<file path="config.mk">
export PLATFORM = sky130hd
export DESIGN_NAME = udb_chain_ctrl
export DESIGN_NICKNAME = d
export VERILOG_FILES = /design/src/rtl/udb_chain_ctrl.sv
export SDC_FILE = /design/constraint.sdc
export NUM_CORES = 1
export LEC_CHECK = 0
export ABC_AREA = 1
export BUFFER_PORTS_ARGS = -buffer_cell sky130_fd_sc_hd__buf_2
export CORE_MARGIN = 2
export CORE_UTILIZATION = 51
export DETAILED_ROUTE_END_ITERATION = 8
export HOLD_SLACK_MARGIN = 0.1
export PLACE_DENSITY_LB_ADDON = 0.05
export SLEW_MARGIN = 10
export SYNTH_ARGS = -nofsm -noshare
export SYNTH_HDL_FRONTEND = slang
export SYNTH_SLANG_ARGS = --single-unit
export TNS_END_PERCENT = 50
</file>
<file path="constraint.sdc">
create_clock -name udb_chain_ctrl_clk -period 1.9 [get_ports udb_chain_ctrl_clk]
set_input_delay 0.095 -clock udb_chain_ctrl_clk [delete_from_list [all_inputs] [get_ports udb_chain_ctrl_clk]]
set_output_delay 0.095 -clock udb_chain_ctrl_clk [all_outputs]
set_load 0.02 [all_outputs]
</file>
<file path="src/rtl/udb_chain_ctrl.sv">
// Run/stop controller for a chained BCD up/down counter with prescaled stepping
// and a req/ack digit-serial preset load.
module udb_chain_ctrl #(
  parameter int unsigned DIGITS   = 4,
  parameter int unsigned PRESCALE = 4
) (
  input  logic                  udb_chain_ctrl_clk,
  input  logic                  udb_chain_ctrl_rst,
  input  logic                  udb_chain_ctrl_start,
  input  logic                  udb_chain_ctrl_stop,
  input  logic                  udb_chain_ctrl_direction,
  input  logic                  udb_chain_ctrl_load_req,
  input  logic [3:0]            udb_chain_ctrl_load_digit,
  output logic                  udb_chain_ctrl_load_ack,
  output logic                  udb_chain_ctrl_running,
  output logic                  udb_chain_ctrl_tc,
  output logic [4*DIGITS-1:0]   udb_chain_ctrl_out
);

  localparam int unsigned OW = 4 * DIGITS;
  localparam int unsigned PW = (PRESCALE > 1) ? $clog2(PRESCALE) : 1;
  localparam int unsigned IW = (DIGITS > 1) ? $clog2(DIGITS) : 1;

  typedef enum logic [1:0] {
    IDLE = 2'd0,
    RUN  = 2'd1,
    LOAD = 2'd2
  } state_t;

  state_t          state_q, state_d;
  logic [PW-1:0]   pre_q, pre_d;
  logic [IW-1:0]   idx_q, idx_d;
  logic [OW-1:0]   dig_q, dig_d;
  logic            ack_d, tc_d, run_d;

  logic [OW-1:0]   step_val;
  logic            step_wrap;
  logic            carry;
  logic [3:0]      ld_val;

  // Ripple one step through the chain; carry out of the top digit is a wrap.
  always_comb begin
    step_val = dig_q;
    carry    = 1'b1;
    for (int i = 0; i < int'(DIGITS); i++) begin
      if (carry) begin
        if (udb_chain_ctrl_direction) begin
          if (dig_q[4*i +: 4] == 4'd9) begin
            step_val[4*i +: 4] = 4'd0;
          end else begin
            step_val[4*i +: 4] = dig_q[4*i +: 4] + 4'd1;
            carry = 1'b0;
          end
        end else begin
          if (dig_q[4*i +: 4] == 4'd0) begin
            step_val[4*i +: 4] = 4'd9;
          end else begin
            step_val[4*i +: 4] = dig_q[4*i +: 4] - 4'd1;
            carry = 1'b0;
          end
        end
      end
    end
    step_wrap = carry;
  end

  assign ld_val = (udb_chain_ctrl_load_digit > 4'd9) ? 4'd9 : udb_chain_ctrl_load_digit;

  // Next-state and registered-output logic; priority load_req > stop > start.
  always_comb begin
    state_d = state_q;
    pre_d   = pre_q;
    idx_d   = idx_q;
    dig_d   = dig_q;
    ack_d   = 1'b0;
    tc_d    = 1'b0;
    unique case (state_q)
      IDLE: begin
        if (udb_chain_ctrl_load_req) begin
          state_d = LOAD;
          idx_d   = '0;
        end else if (!udb_chain_ctrl_stop && udb_chain_ctrl_start) begin
          state_d = RUN;
          pre_d   = '0;
        end
      end
      RUN: begin
        if (udb_chain_ctrl_load_req) begin
          state_d = LOAD;
          idx_d   = '0;
          pre_d   = '0;
        end else if (udb_chain_ctrl_stop) begin
          state_d = IDLE;
          pre_d   = '0;
        end else if (pre_q == PW'(PRESCALE - 1)) begin
          pre_d = '0;
          dig_d = step_val;
          tc_d  = step_wrap;
        end else begin
          pre_d = pre_q + PW'(1);
        end
      end
      LOAD: begin
        if (udb_chain_ctrl_load_req && !udb_chain_ctrl_load_ack) begin
          for (int i = 0; i < int'(DIGITS); i++) begin
            if (IW'(i) == idx_q) dig_d[4*i +: 4] = ld_val;
          end
          ack_d = 1'b1;
          if (idx_q == IW'(DIGITS - 1)) begin
            state_d = IDLE;
            idx_d   = '0;
          end else begin
            idx_d = idx_q + IW'(1);
          end
        end
      end
      default: state_d = IDLE;
    endcase
    run_d = (state_d == RUN);
  end

  always_ff @(posedge udb_chain_ctrl_clk or posedge udb_chain_ctrl_rst) begin
    if (udb_chain_ctrl_rst) begin
      state_q                 <= IDLE;
      pre_q                   <= '0;
      idx_q                   <= '0;
      dig_q                   <= '0;
      udb_chain_ctrl_load_ack <= 1'b0;
      udb_chain_ctrl_running  <= 1'b0;
      udb_chain_ctrl_tc       <= 1'b0;
    end else begin
      state_q                 <= state_d;
      pre_q                   <= pre_d;
      idx_q                   <= idx_d;
      dig_q                   <= dig_d;
      udb_chain_ctrl_load_ack <= ack_d;
      udb_chain_ctrl_running  <= run_d;
      udb_chain_ctrl_tc       <= tc_d;
    end
  end

  assign udb_chain_ctrl_out = dig_q;

endmodule
</file>
# --- Yosys cells after proc, flatten, opt, wreduce, memory -nomap -nowiden ---
# Cells that the tools add are included.
word_totals:
  input_bits: 10
  output_inout_bits: 19
  word_cells: 130
  ff_bits: 25
classes:
  reduce_logical: 20
  mux: 63
  addsub: 10
  n_lt_le_gt_ge: 1
  n_eq_ne: 26
op_table:
  columns: ["cell", "count"]
  rows:
  - ["$mux 4", 20]
  - ["$mux 16", 4]
  - ["$pmux 16 s2", 1]
  - ["$mux 2", 14]
  - ["$ne 2x2->1 const B", 13]
  - ["$mux 1", 21]
  - ["$reduce_and 7->1", 3]
  - ["$add 4x1->4 const B", 4]
  - ["$eq 4x4->1 const B", 4]
  - ["$logic_not 4->1", 4]
  - ["$sub 4x1->4 const B", 4]
  - ["$pmux 2 s2", 2]
  - ["$eq 2x2->1 const B", 3]
  - ["$pmux 2 s3", 1]
  - ["$reduce_and 3->1", 2]
  - ["$reduce_and 6->1", 1]
  - ["$reduce_bool 2->1", 3]
  - ["$add 2x1->2 const B", 2]
  - ["$eq 2x1->1 const B", 2]
  - ["$eq 2x2->1 const A", 2]
  - ["$gt 4x4->1 const B", 1]
  - ["$logic_not 2->1", 2]
  - ["$eq 1x2->1 const A", 1]
  - ["$logic_and 1x1->1", 2]
  - ["3 further kinds", 4]

# --- Longest topological paths before layout ---
logic_depth:
  word_depth: 10
  mapped_depth: 11
  ltp_nobuf: 11

# --- Worst setup path after synthesis ---
# Ideal clock, no wire load.
synth_path:
  path_type: "register to register"
  start: "register dig_q[0], in the netlist udb_chain_ctrl_out[0]"
  end: "register dig_q[12], in the netlist udb_chain_ctrl_out[12]"
  arrival_ps: 1340
  synth_period_minus_slack_ps: 1458
  slack_ps: 442
  n_path_buf: 0
  required_ps: 1782
  path_stages_with_launch: 11
  setup_time_ps: 118
  cell_sequence: "dfrtp_1 -> nor2_2 -> nand2_2 -> nand2_2 -> nand2_2 -> nor2_4 -> nand2_2 -> nand2_4 -> nand2_2 -> nand2_1 -> nand2_1"
synth_via:
  elab_chain_cells: 7
  word_cells_on_any_way: 9
  classes_between: "eq/ne: 2; mux: 5; reduce/logical: 2"
synth_rtl:
  columns: ["item", "line_no", "text"]
  rows:
  - ["start: declaration", "33", "logic [OW-1:0] dig_q, dig_d;"]
  - ["start signal: assignment", "135", "dig_q <= dig_d;"]
  - ["$eq 4x4->1 / $logic_not 4->1 (equally long branches)", "48, 55", null]
  - ["$mux 1 (on tied branches)", "48, 55", null]
  - ["$mux 1 (*)", "47", "if (udb_chain_ctrl_direction) begin"]
  - ["$mux 1 (*) (2 in a row)", "46", "if (carry) begin"]
  - ["$ne 2x2->1 (no source line) (*)", null, null]
  - ["$reduce_and 7->1 (no source line) (*)", null, null]
# Mark *: on every way between the ends. The rest lies on a longest branch, timed or not.
# A chain may end at the register's enable or synchronous reset.

# --- Final worst setup path ---
layout_path:
  start: "register state_q[0]"
  end: "register idx_q[1]"
layout_via:
  elab_chain_cells: 4
  word_cells_on_any_way: 9
  classes_between: "eq/ne: 4; mux: 1; reduce/logical: 4"
layout_rtl:
  columns: ["item", "line_no", "text"]
  rows:
  - ["start: declaration", "30", "state_t state_q, state_d;"]
  - ["start signal: assignment", "132", "state_q <= state_d;"]
  - ["$eq 2x1->1 / $logic_not 2->1 (equally long branches)", "77", "unique case (state_q)"]
  - ["$reduce_or 2->1 (no source line)", null, null]
  - ["$ne 2x1->1 (no source line) / $reduce_bool 2->1 (equally long branches)", null, null]
  - ["$reduce_and 3->1 (no source line)", null, null]
  - ["end signal: assignment", "134", "idx_q <= idx_d;"]
  - ["end: declaration", "32", "logic [IW-1:0] idx_q, idx_d;"]
# Several ways; a longest one is shown, not always the timed one.

==> results.toml <==
[sta]
worstMarginPinSlew_ns = 0.4914
skew_ns = 0.006262
rsz0062_at_grt = "false"
hold_viol = 0
min_period_ns = 1.532
setup_violations = 0
slew_viol_final = 0
fin_crit_sh_pct = 80.63
slew_headroom_pct = 67.20
setup_tns_ns = 0
fmax_ghz = 0.6527

[grt]
grt-ovfl-total = 0
antenna_found_initial = 0
grt_pass1_wl_um = 7472
grt_pass1_vias = 1623
grt_usage_pct = 22.10
grt_max_degree = 26

[die]
die_height_um = 65.43
coreArea_sq_mm = 0.003633
dieArea_sq_mm = 0.004280
floorplan.initialDensity_pct = 52.96
die_x_um = 65.43
rows = 22
io_pins = 29

[yosys]
yosys-top-cells-area = "dfrtp_1, nand2_1, nand3_1, o21ai_0, inv_1"
synth_common_cells = "nand2_1, inv_1, nand3_1"
netlist_instances = 294
ys_types = 31
yosysSeqAreaShare_pct = 32.51
syn_avg_cell_area_sq_um = 6.545
synth_area_sq_mm = 0.001924
synth_largest_area_cell = "dfrtp_1"
syn-num-nets = 309
synth_edf_count = 0
synth_most_common_cell = "nand2_1"
synth_flop_cell = "dfrtp_1"
synthArstFlopShare_pct = 100.0
synth-seq-cells = 25
synth_top_area_share_pct = 32.51
yosys_warnings = 0

[worst_setup_path]
worstPathRequired_ns = 2.07
path_max_fanout = 13
cp-end-kind = "flop"
worstPathArrival_ns = 1.70
worstSetupPathType = "reg2reg"
cp-start-kind = "flop"

[route]
post_drt_wl_per_cell_um = 11.64
routed_wl_um = 4331
antenna_left = 0
drtIter0Drc = 97
route.detailed.drc = 0
dr_total_vias = 1915
dr.pass1.iters = 4
via_per_inst = 5.148

[finish]
drive_above_1_share_pct = 20.99
post-route-cell-area_sq_mm = 0.002175
layout.nets = 340
fillers = 384
final_util_pct = 59.85
layout.cells.non_filler = 372
area_growth_pct = 13.00
diodes = 0

[power]
total_power_uw = 3206
power_density_mw_per_mm2 = 1474
ir_drop_mv = 0.6955
leakagePower_uw = 0.001201

[placed_design]
place.gp.congestion = 0.8062
dp_cells = 367
dp_hpwl_um = 3343
port_buffers = 28
place_area_sq_mm = 0.002118

[clocking]
clock_latency_ns = 0.27
ctsResizeCount = 0
cts-root-buf = "clkbuf_8"
cts_sinks = 25
post-cts-setup-buffers = 0
numCtsBuffers = 3
cts_tree = "built"
clkSlewWorstSetupHoldPaths_ns = 0.09
cts_buffer_depth = 2
htreeDepth = 1

[hold_path]
hold_path_class = "in2reg"

[run]
cap_violations = 0

[status]
status = "finished clean"
[path summary, 6_finish.rpt]
check / from / end / slack (ns) / cells after the start
worst min register to register: pre_q[0] / pre_q[0] / 0.50 / 1
worst max-delay path: state_q[0] / idx_q[1] / 0.37 / 6
min in group asynchronous: udb_chain_ctrl_rst / udb_chain_ctrl_running / 0.40 / 4
worst max register to register: state_q[0] / idx_q[1] / 0.37 / 6
worst min-delay path: udb_chain_ctrl_load_req / state_q[1] / 0.11 / 3
max in group asynchronous: udb_chain_ctrl_rst / udb_chain_ctrl_out[7] / 1.25 / 4
[timing repair]
action,in CTS,in global routing
endpoints found under the setup margin,0,0
hold buffers,1,0
hold endpoints to repair,25,0
[through the flow]
stage | worst slack (ns) | hold WS [ns]
floorplan | 0.4416 | 0.1223
global placement | 0.3459 | 0.1626
detailed placement | 0.3835 | 0.1636
CTS | 0.3657 | 0.1107
global route | 0.1638 | 0.1440
finish | 0.3679 | 0.1115
[per-layer routing]
metal / wire length, um / track usage, % / vias up
li1: - / - / 1009
met1: 2250 / 34.86 / 857
met2: 1823 / 32.65 / 45
met3: 222 / 2.055 / 4
met4: 34 / 4.688 / 0
met5: 0 / 0 / -
[layout by cell type, fill, tap and decap left out, types with 2 or more instances in the layout]
cell      synthesis  final
inv_2             7      7
buf_2             4     28
dfrtp_1          25     25
a21oi_1          10     10
nor2_2            7      7
xor2_1            2      2
o211ai_1          3      3
nand2_2          11     11
inv_1            26     26
o21ai_2           2      2
nor2_4            2      2
o21ai_0          22     22
ha_1              5      5
nand4_1           3      3
nor2_1           21     21
nand2_1         100    100
o21ai_1           5      5
buf_4             0      3
clkbuf_8          0      3
nand3_1          26     26
[layout make-up]
cell class / instances / area [sq um] / area share [%]
clock buffers: 3 / 41.29 / 1.899
clock inverters: 1 / 5.005 / 0.2301
well taps: 48 / 60.06 / 2.762
multi-input cells: 230 / 1146 / 52.70
flip-flops and latches: 25 / 625.6 / 28.77
repair buffers: 32 / 172.7 / 7.940
inverters: 33 / 123.9 / 5.696
[report_power, final]
part | switching (uW) | internal, uW
Clock | 178 | 147
Sequential | 309 | 720
Combinational | 1200 | 653
[registers in the layout (all words and copies together), names as in the netlist]
| register | cells |
|---|---|
| idx_q | 2 |
| udb_chain_ctrl_running | 1 |
| udb_chain_ctrl_load_ack | 1 |
| state_q | 2 |
| pre_q | 2 |
| udb_chain_ctrl_tc | 1 |
| udb_chain_ctrl_out | 16 |
[critical path, cell delays in order, from the launching register on]
cell,delay [ns]
dfrtp_1,0.42
inv_2,0.08
nand2_2,0.12
buf_4,0.22
o21ai_0,0.36
nand3_1,0.11
o21ai_0,0.13
[cells by family after synthesis]
kind of cell | count (synthesis) | synth area share (%)
and+or+nand+nor | 176 | 41.55
xor gates and xnor gates | 2 | 0.9104
AOI/OAI and AO/OA | 47 | 13.85
buffers and inverters | 39 | 7.932
DFF | 25 | 32.51
adders and majority gates | 5 | 3.251
Note: power is estimated with default switching activity, not from simulation.
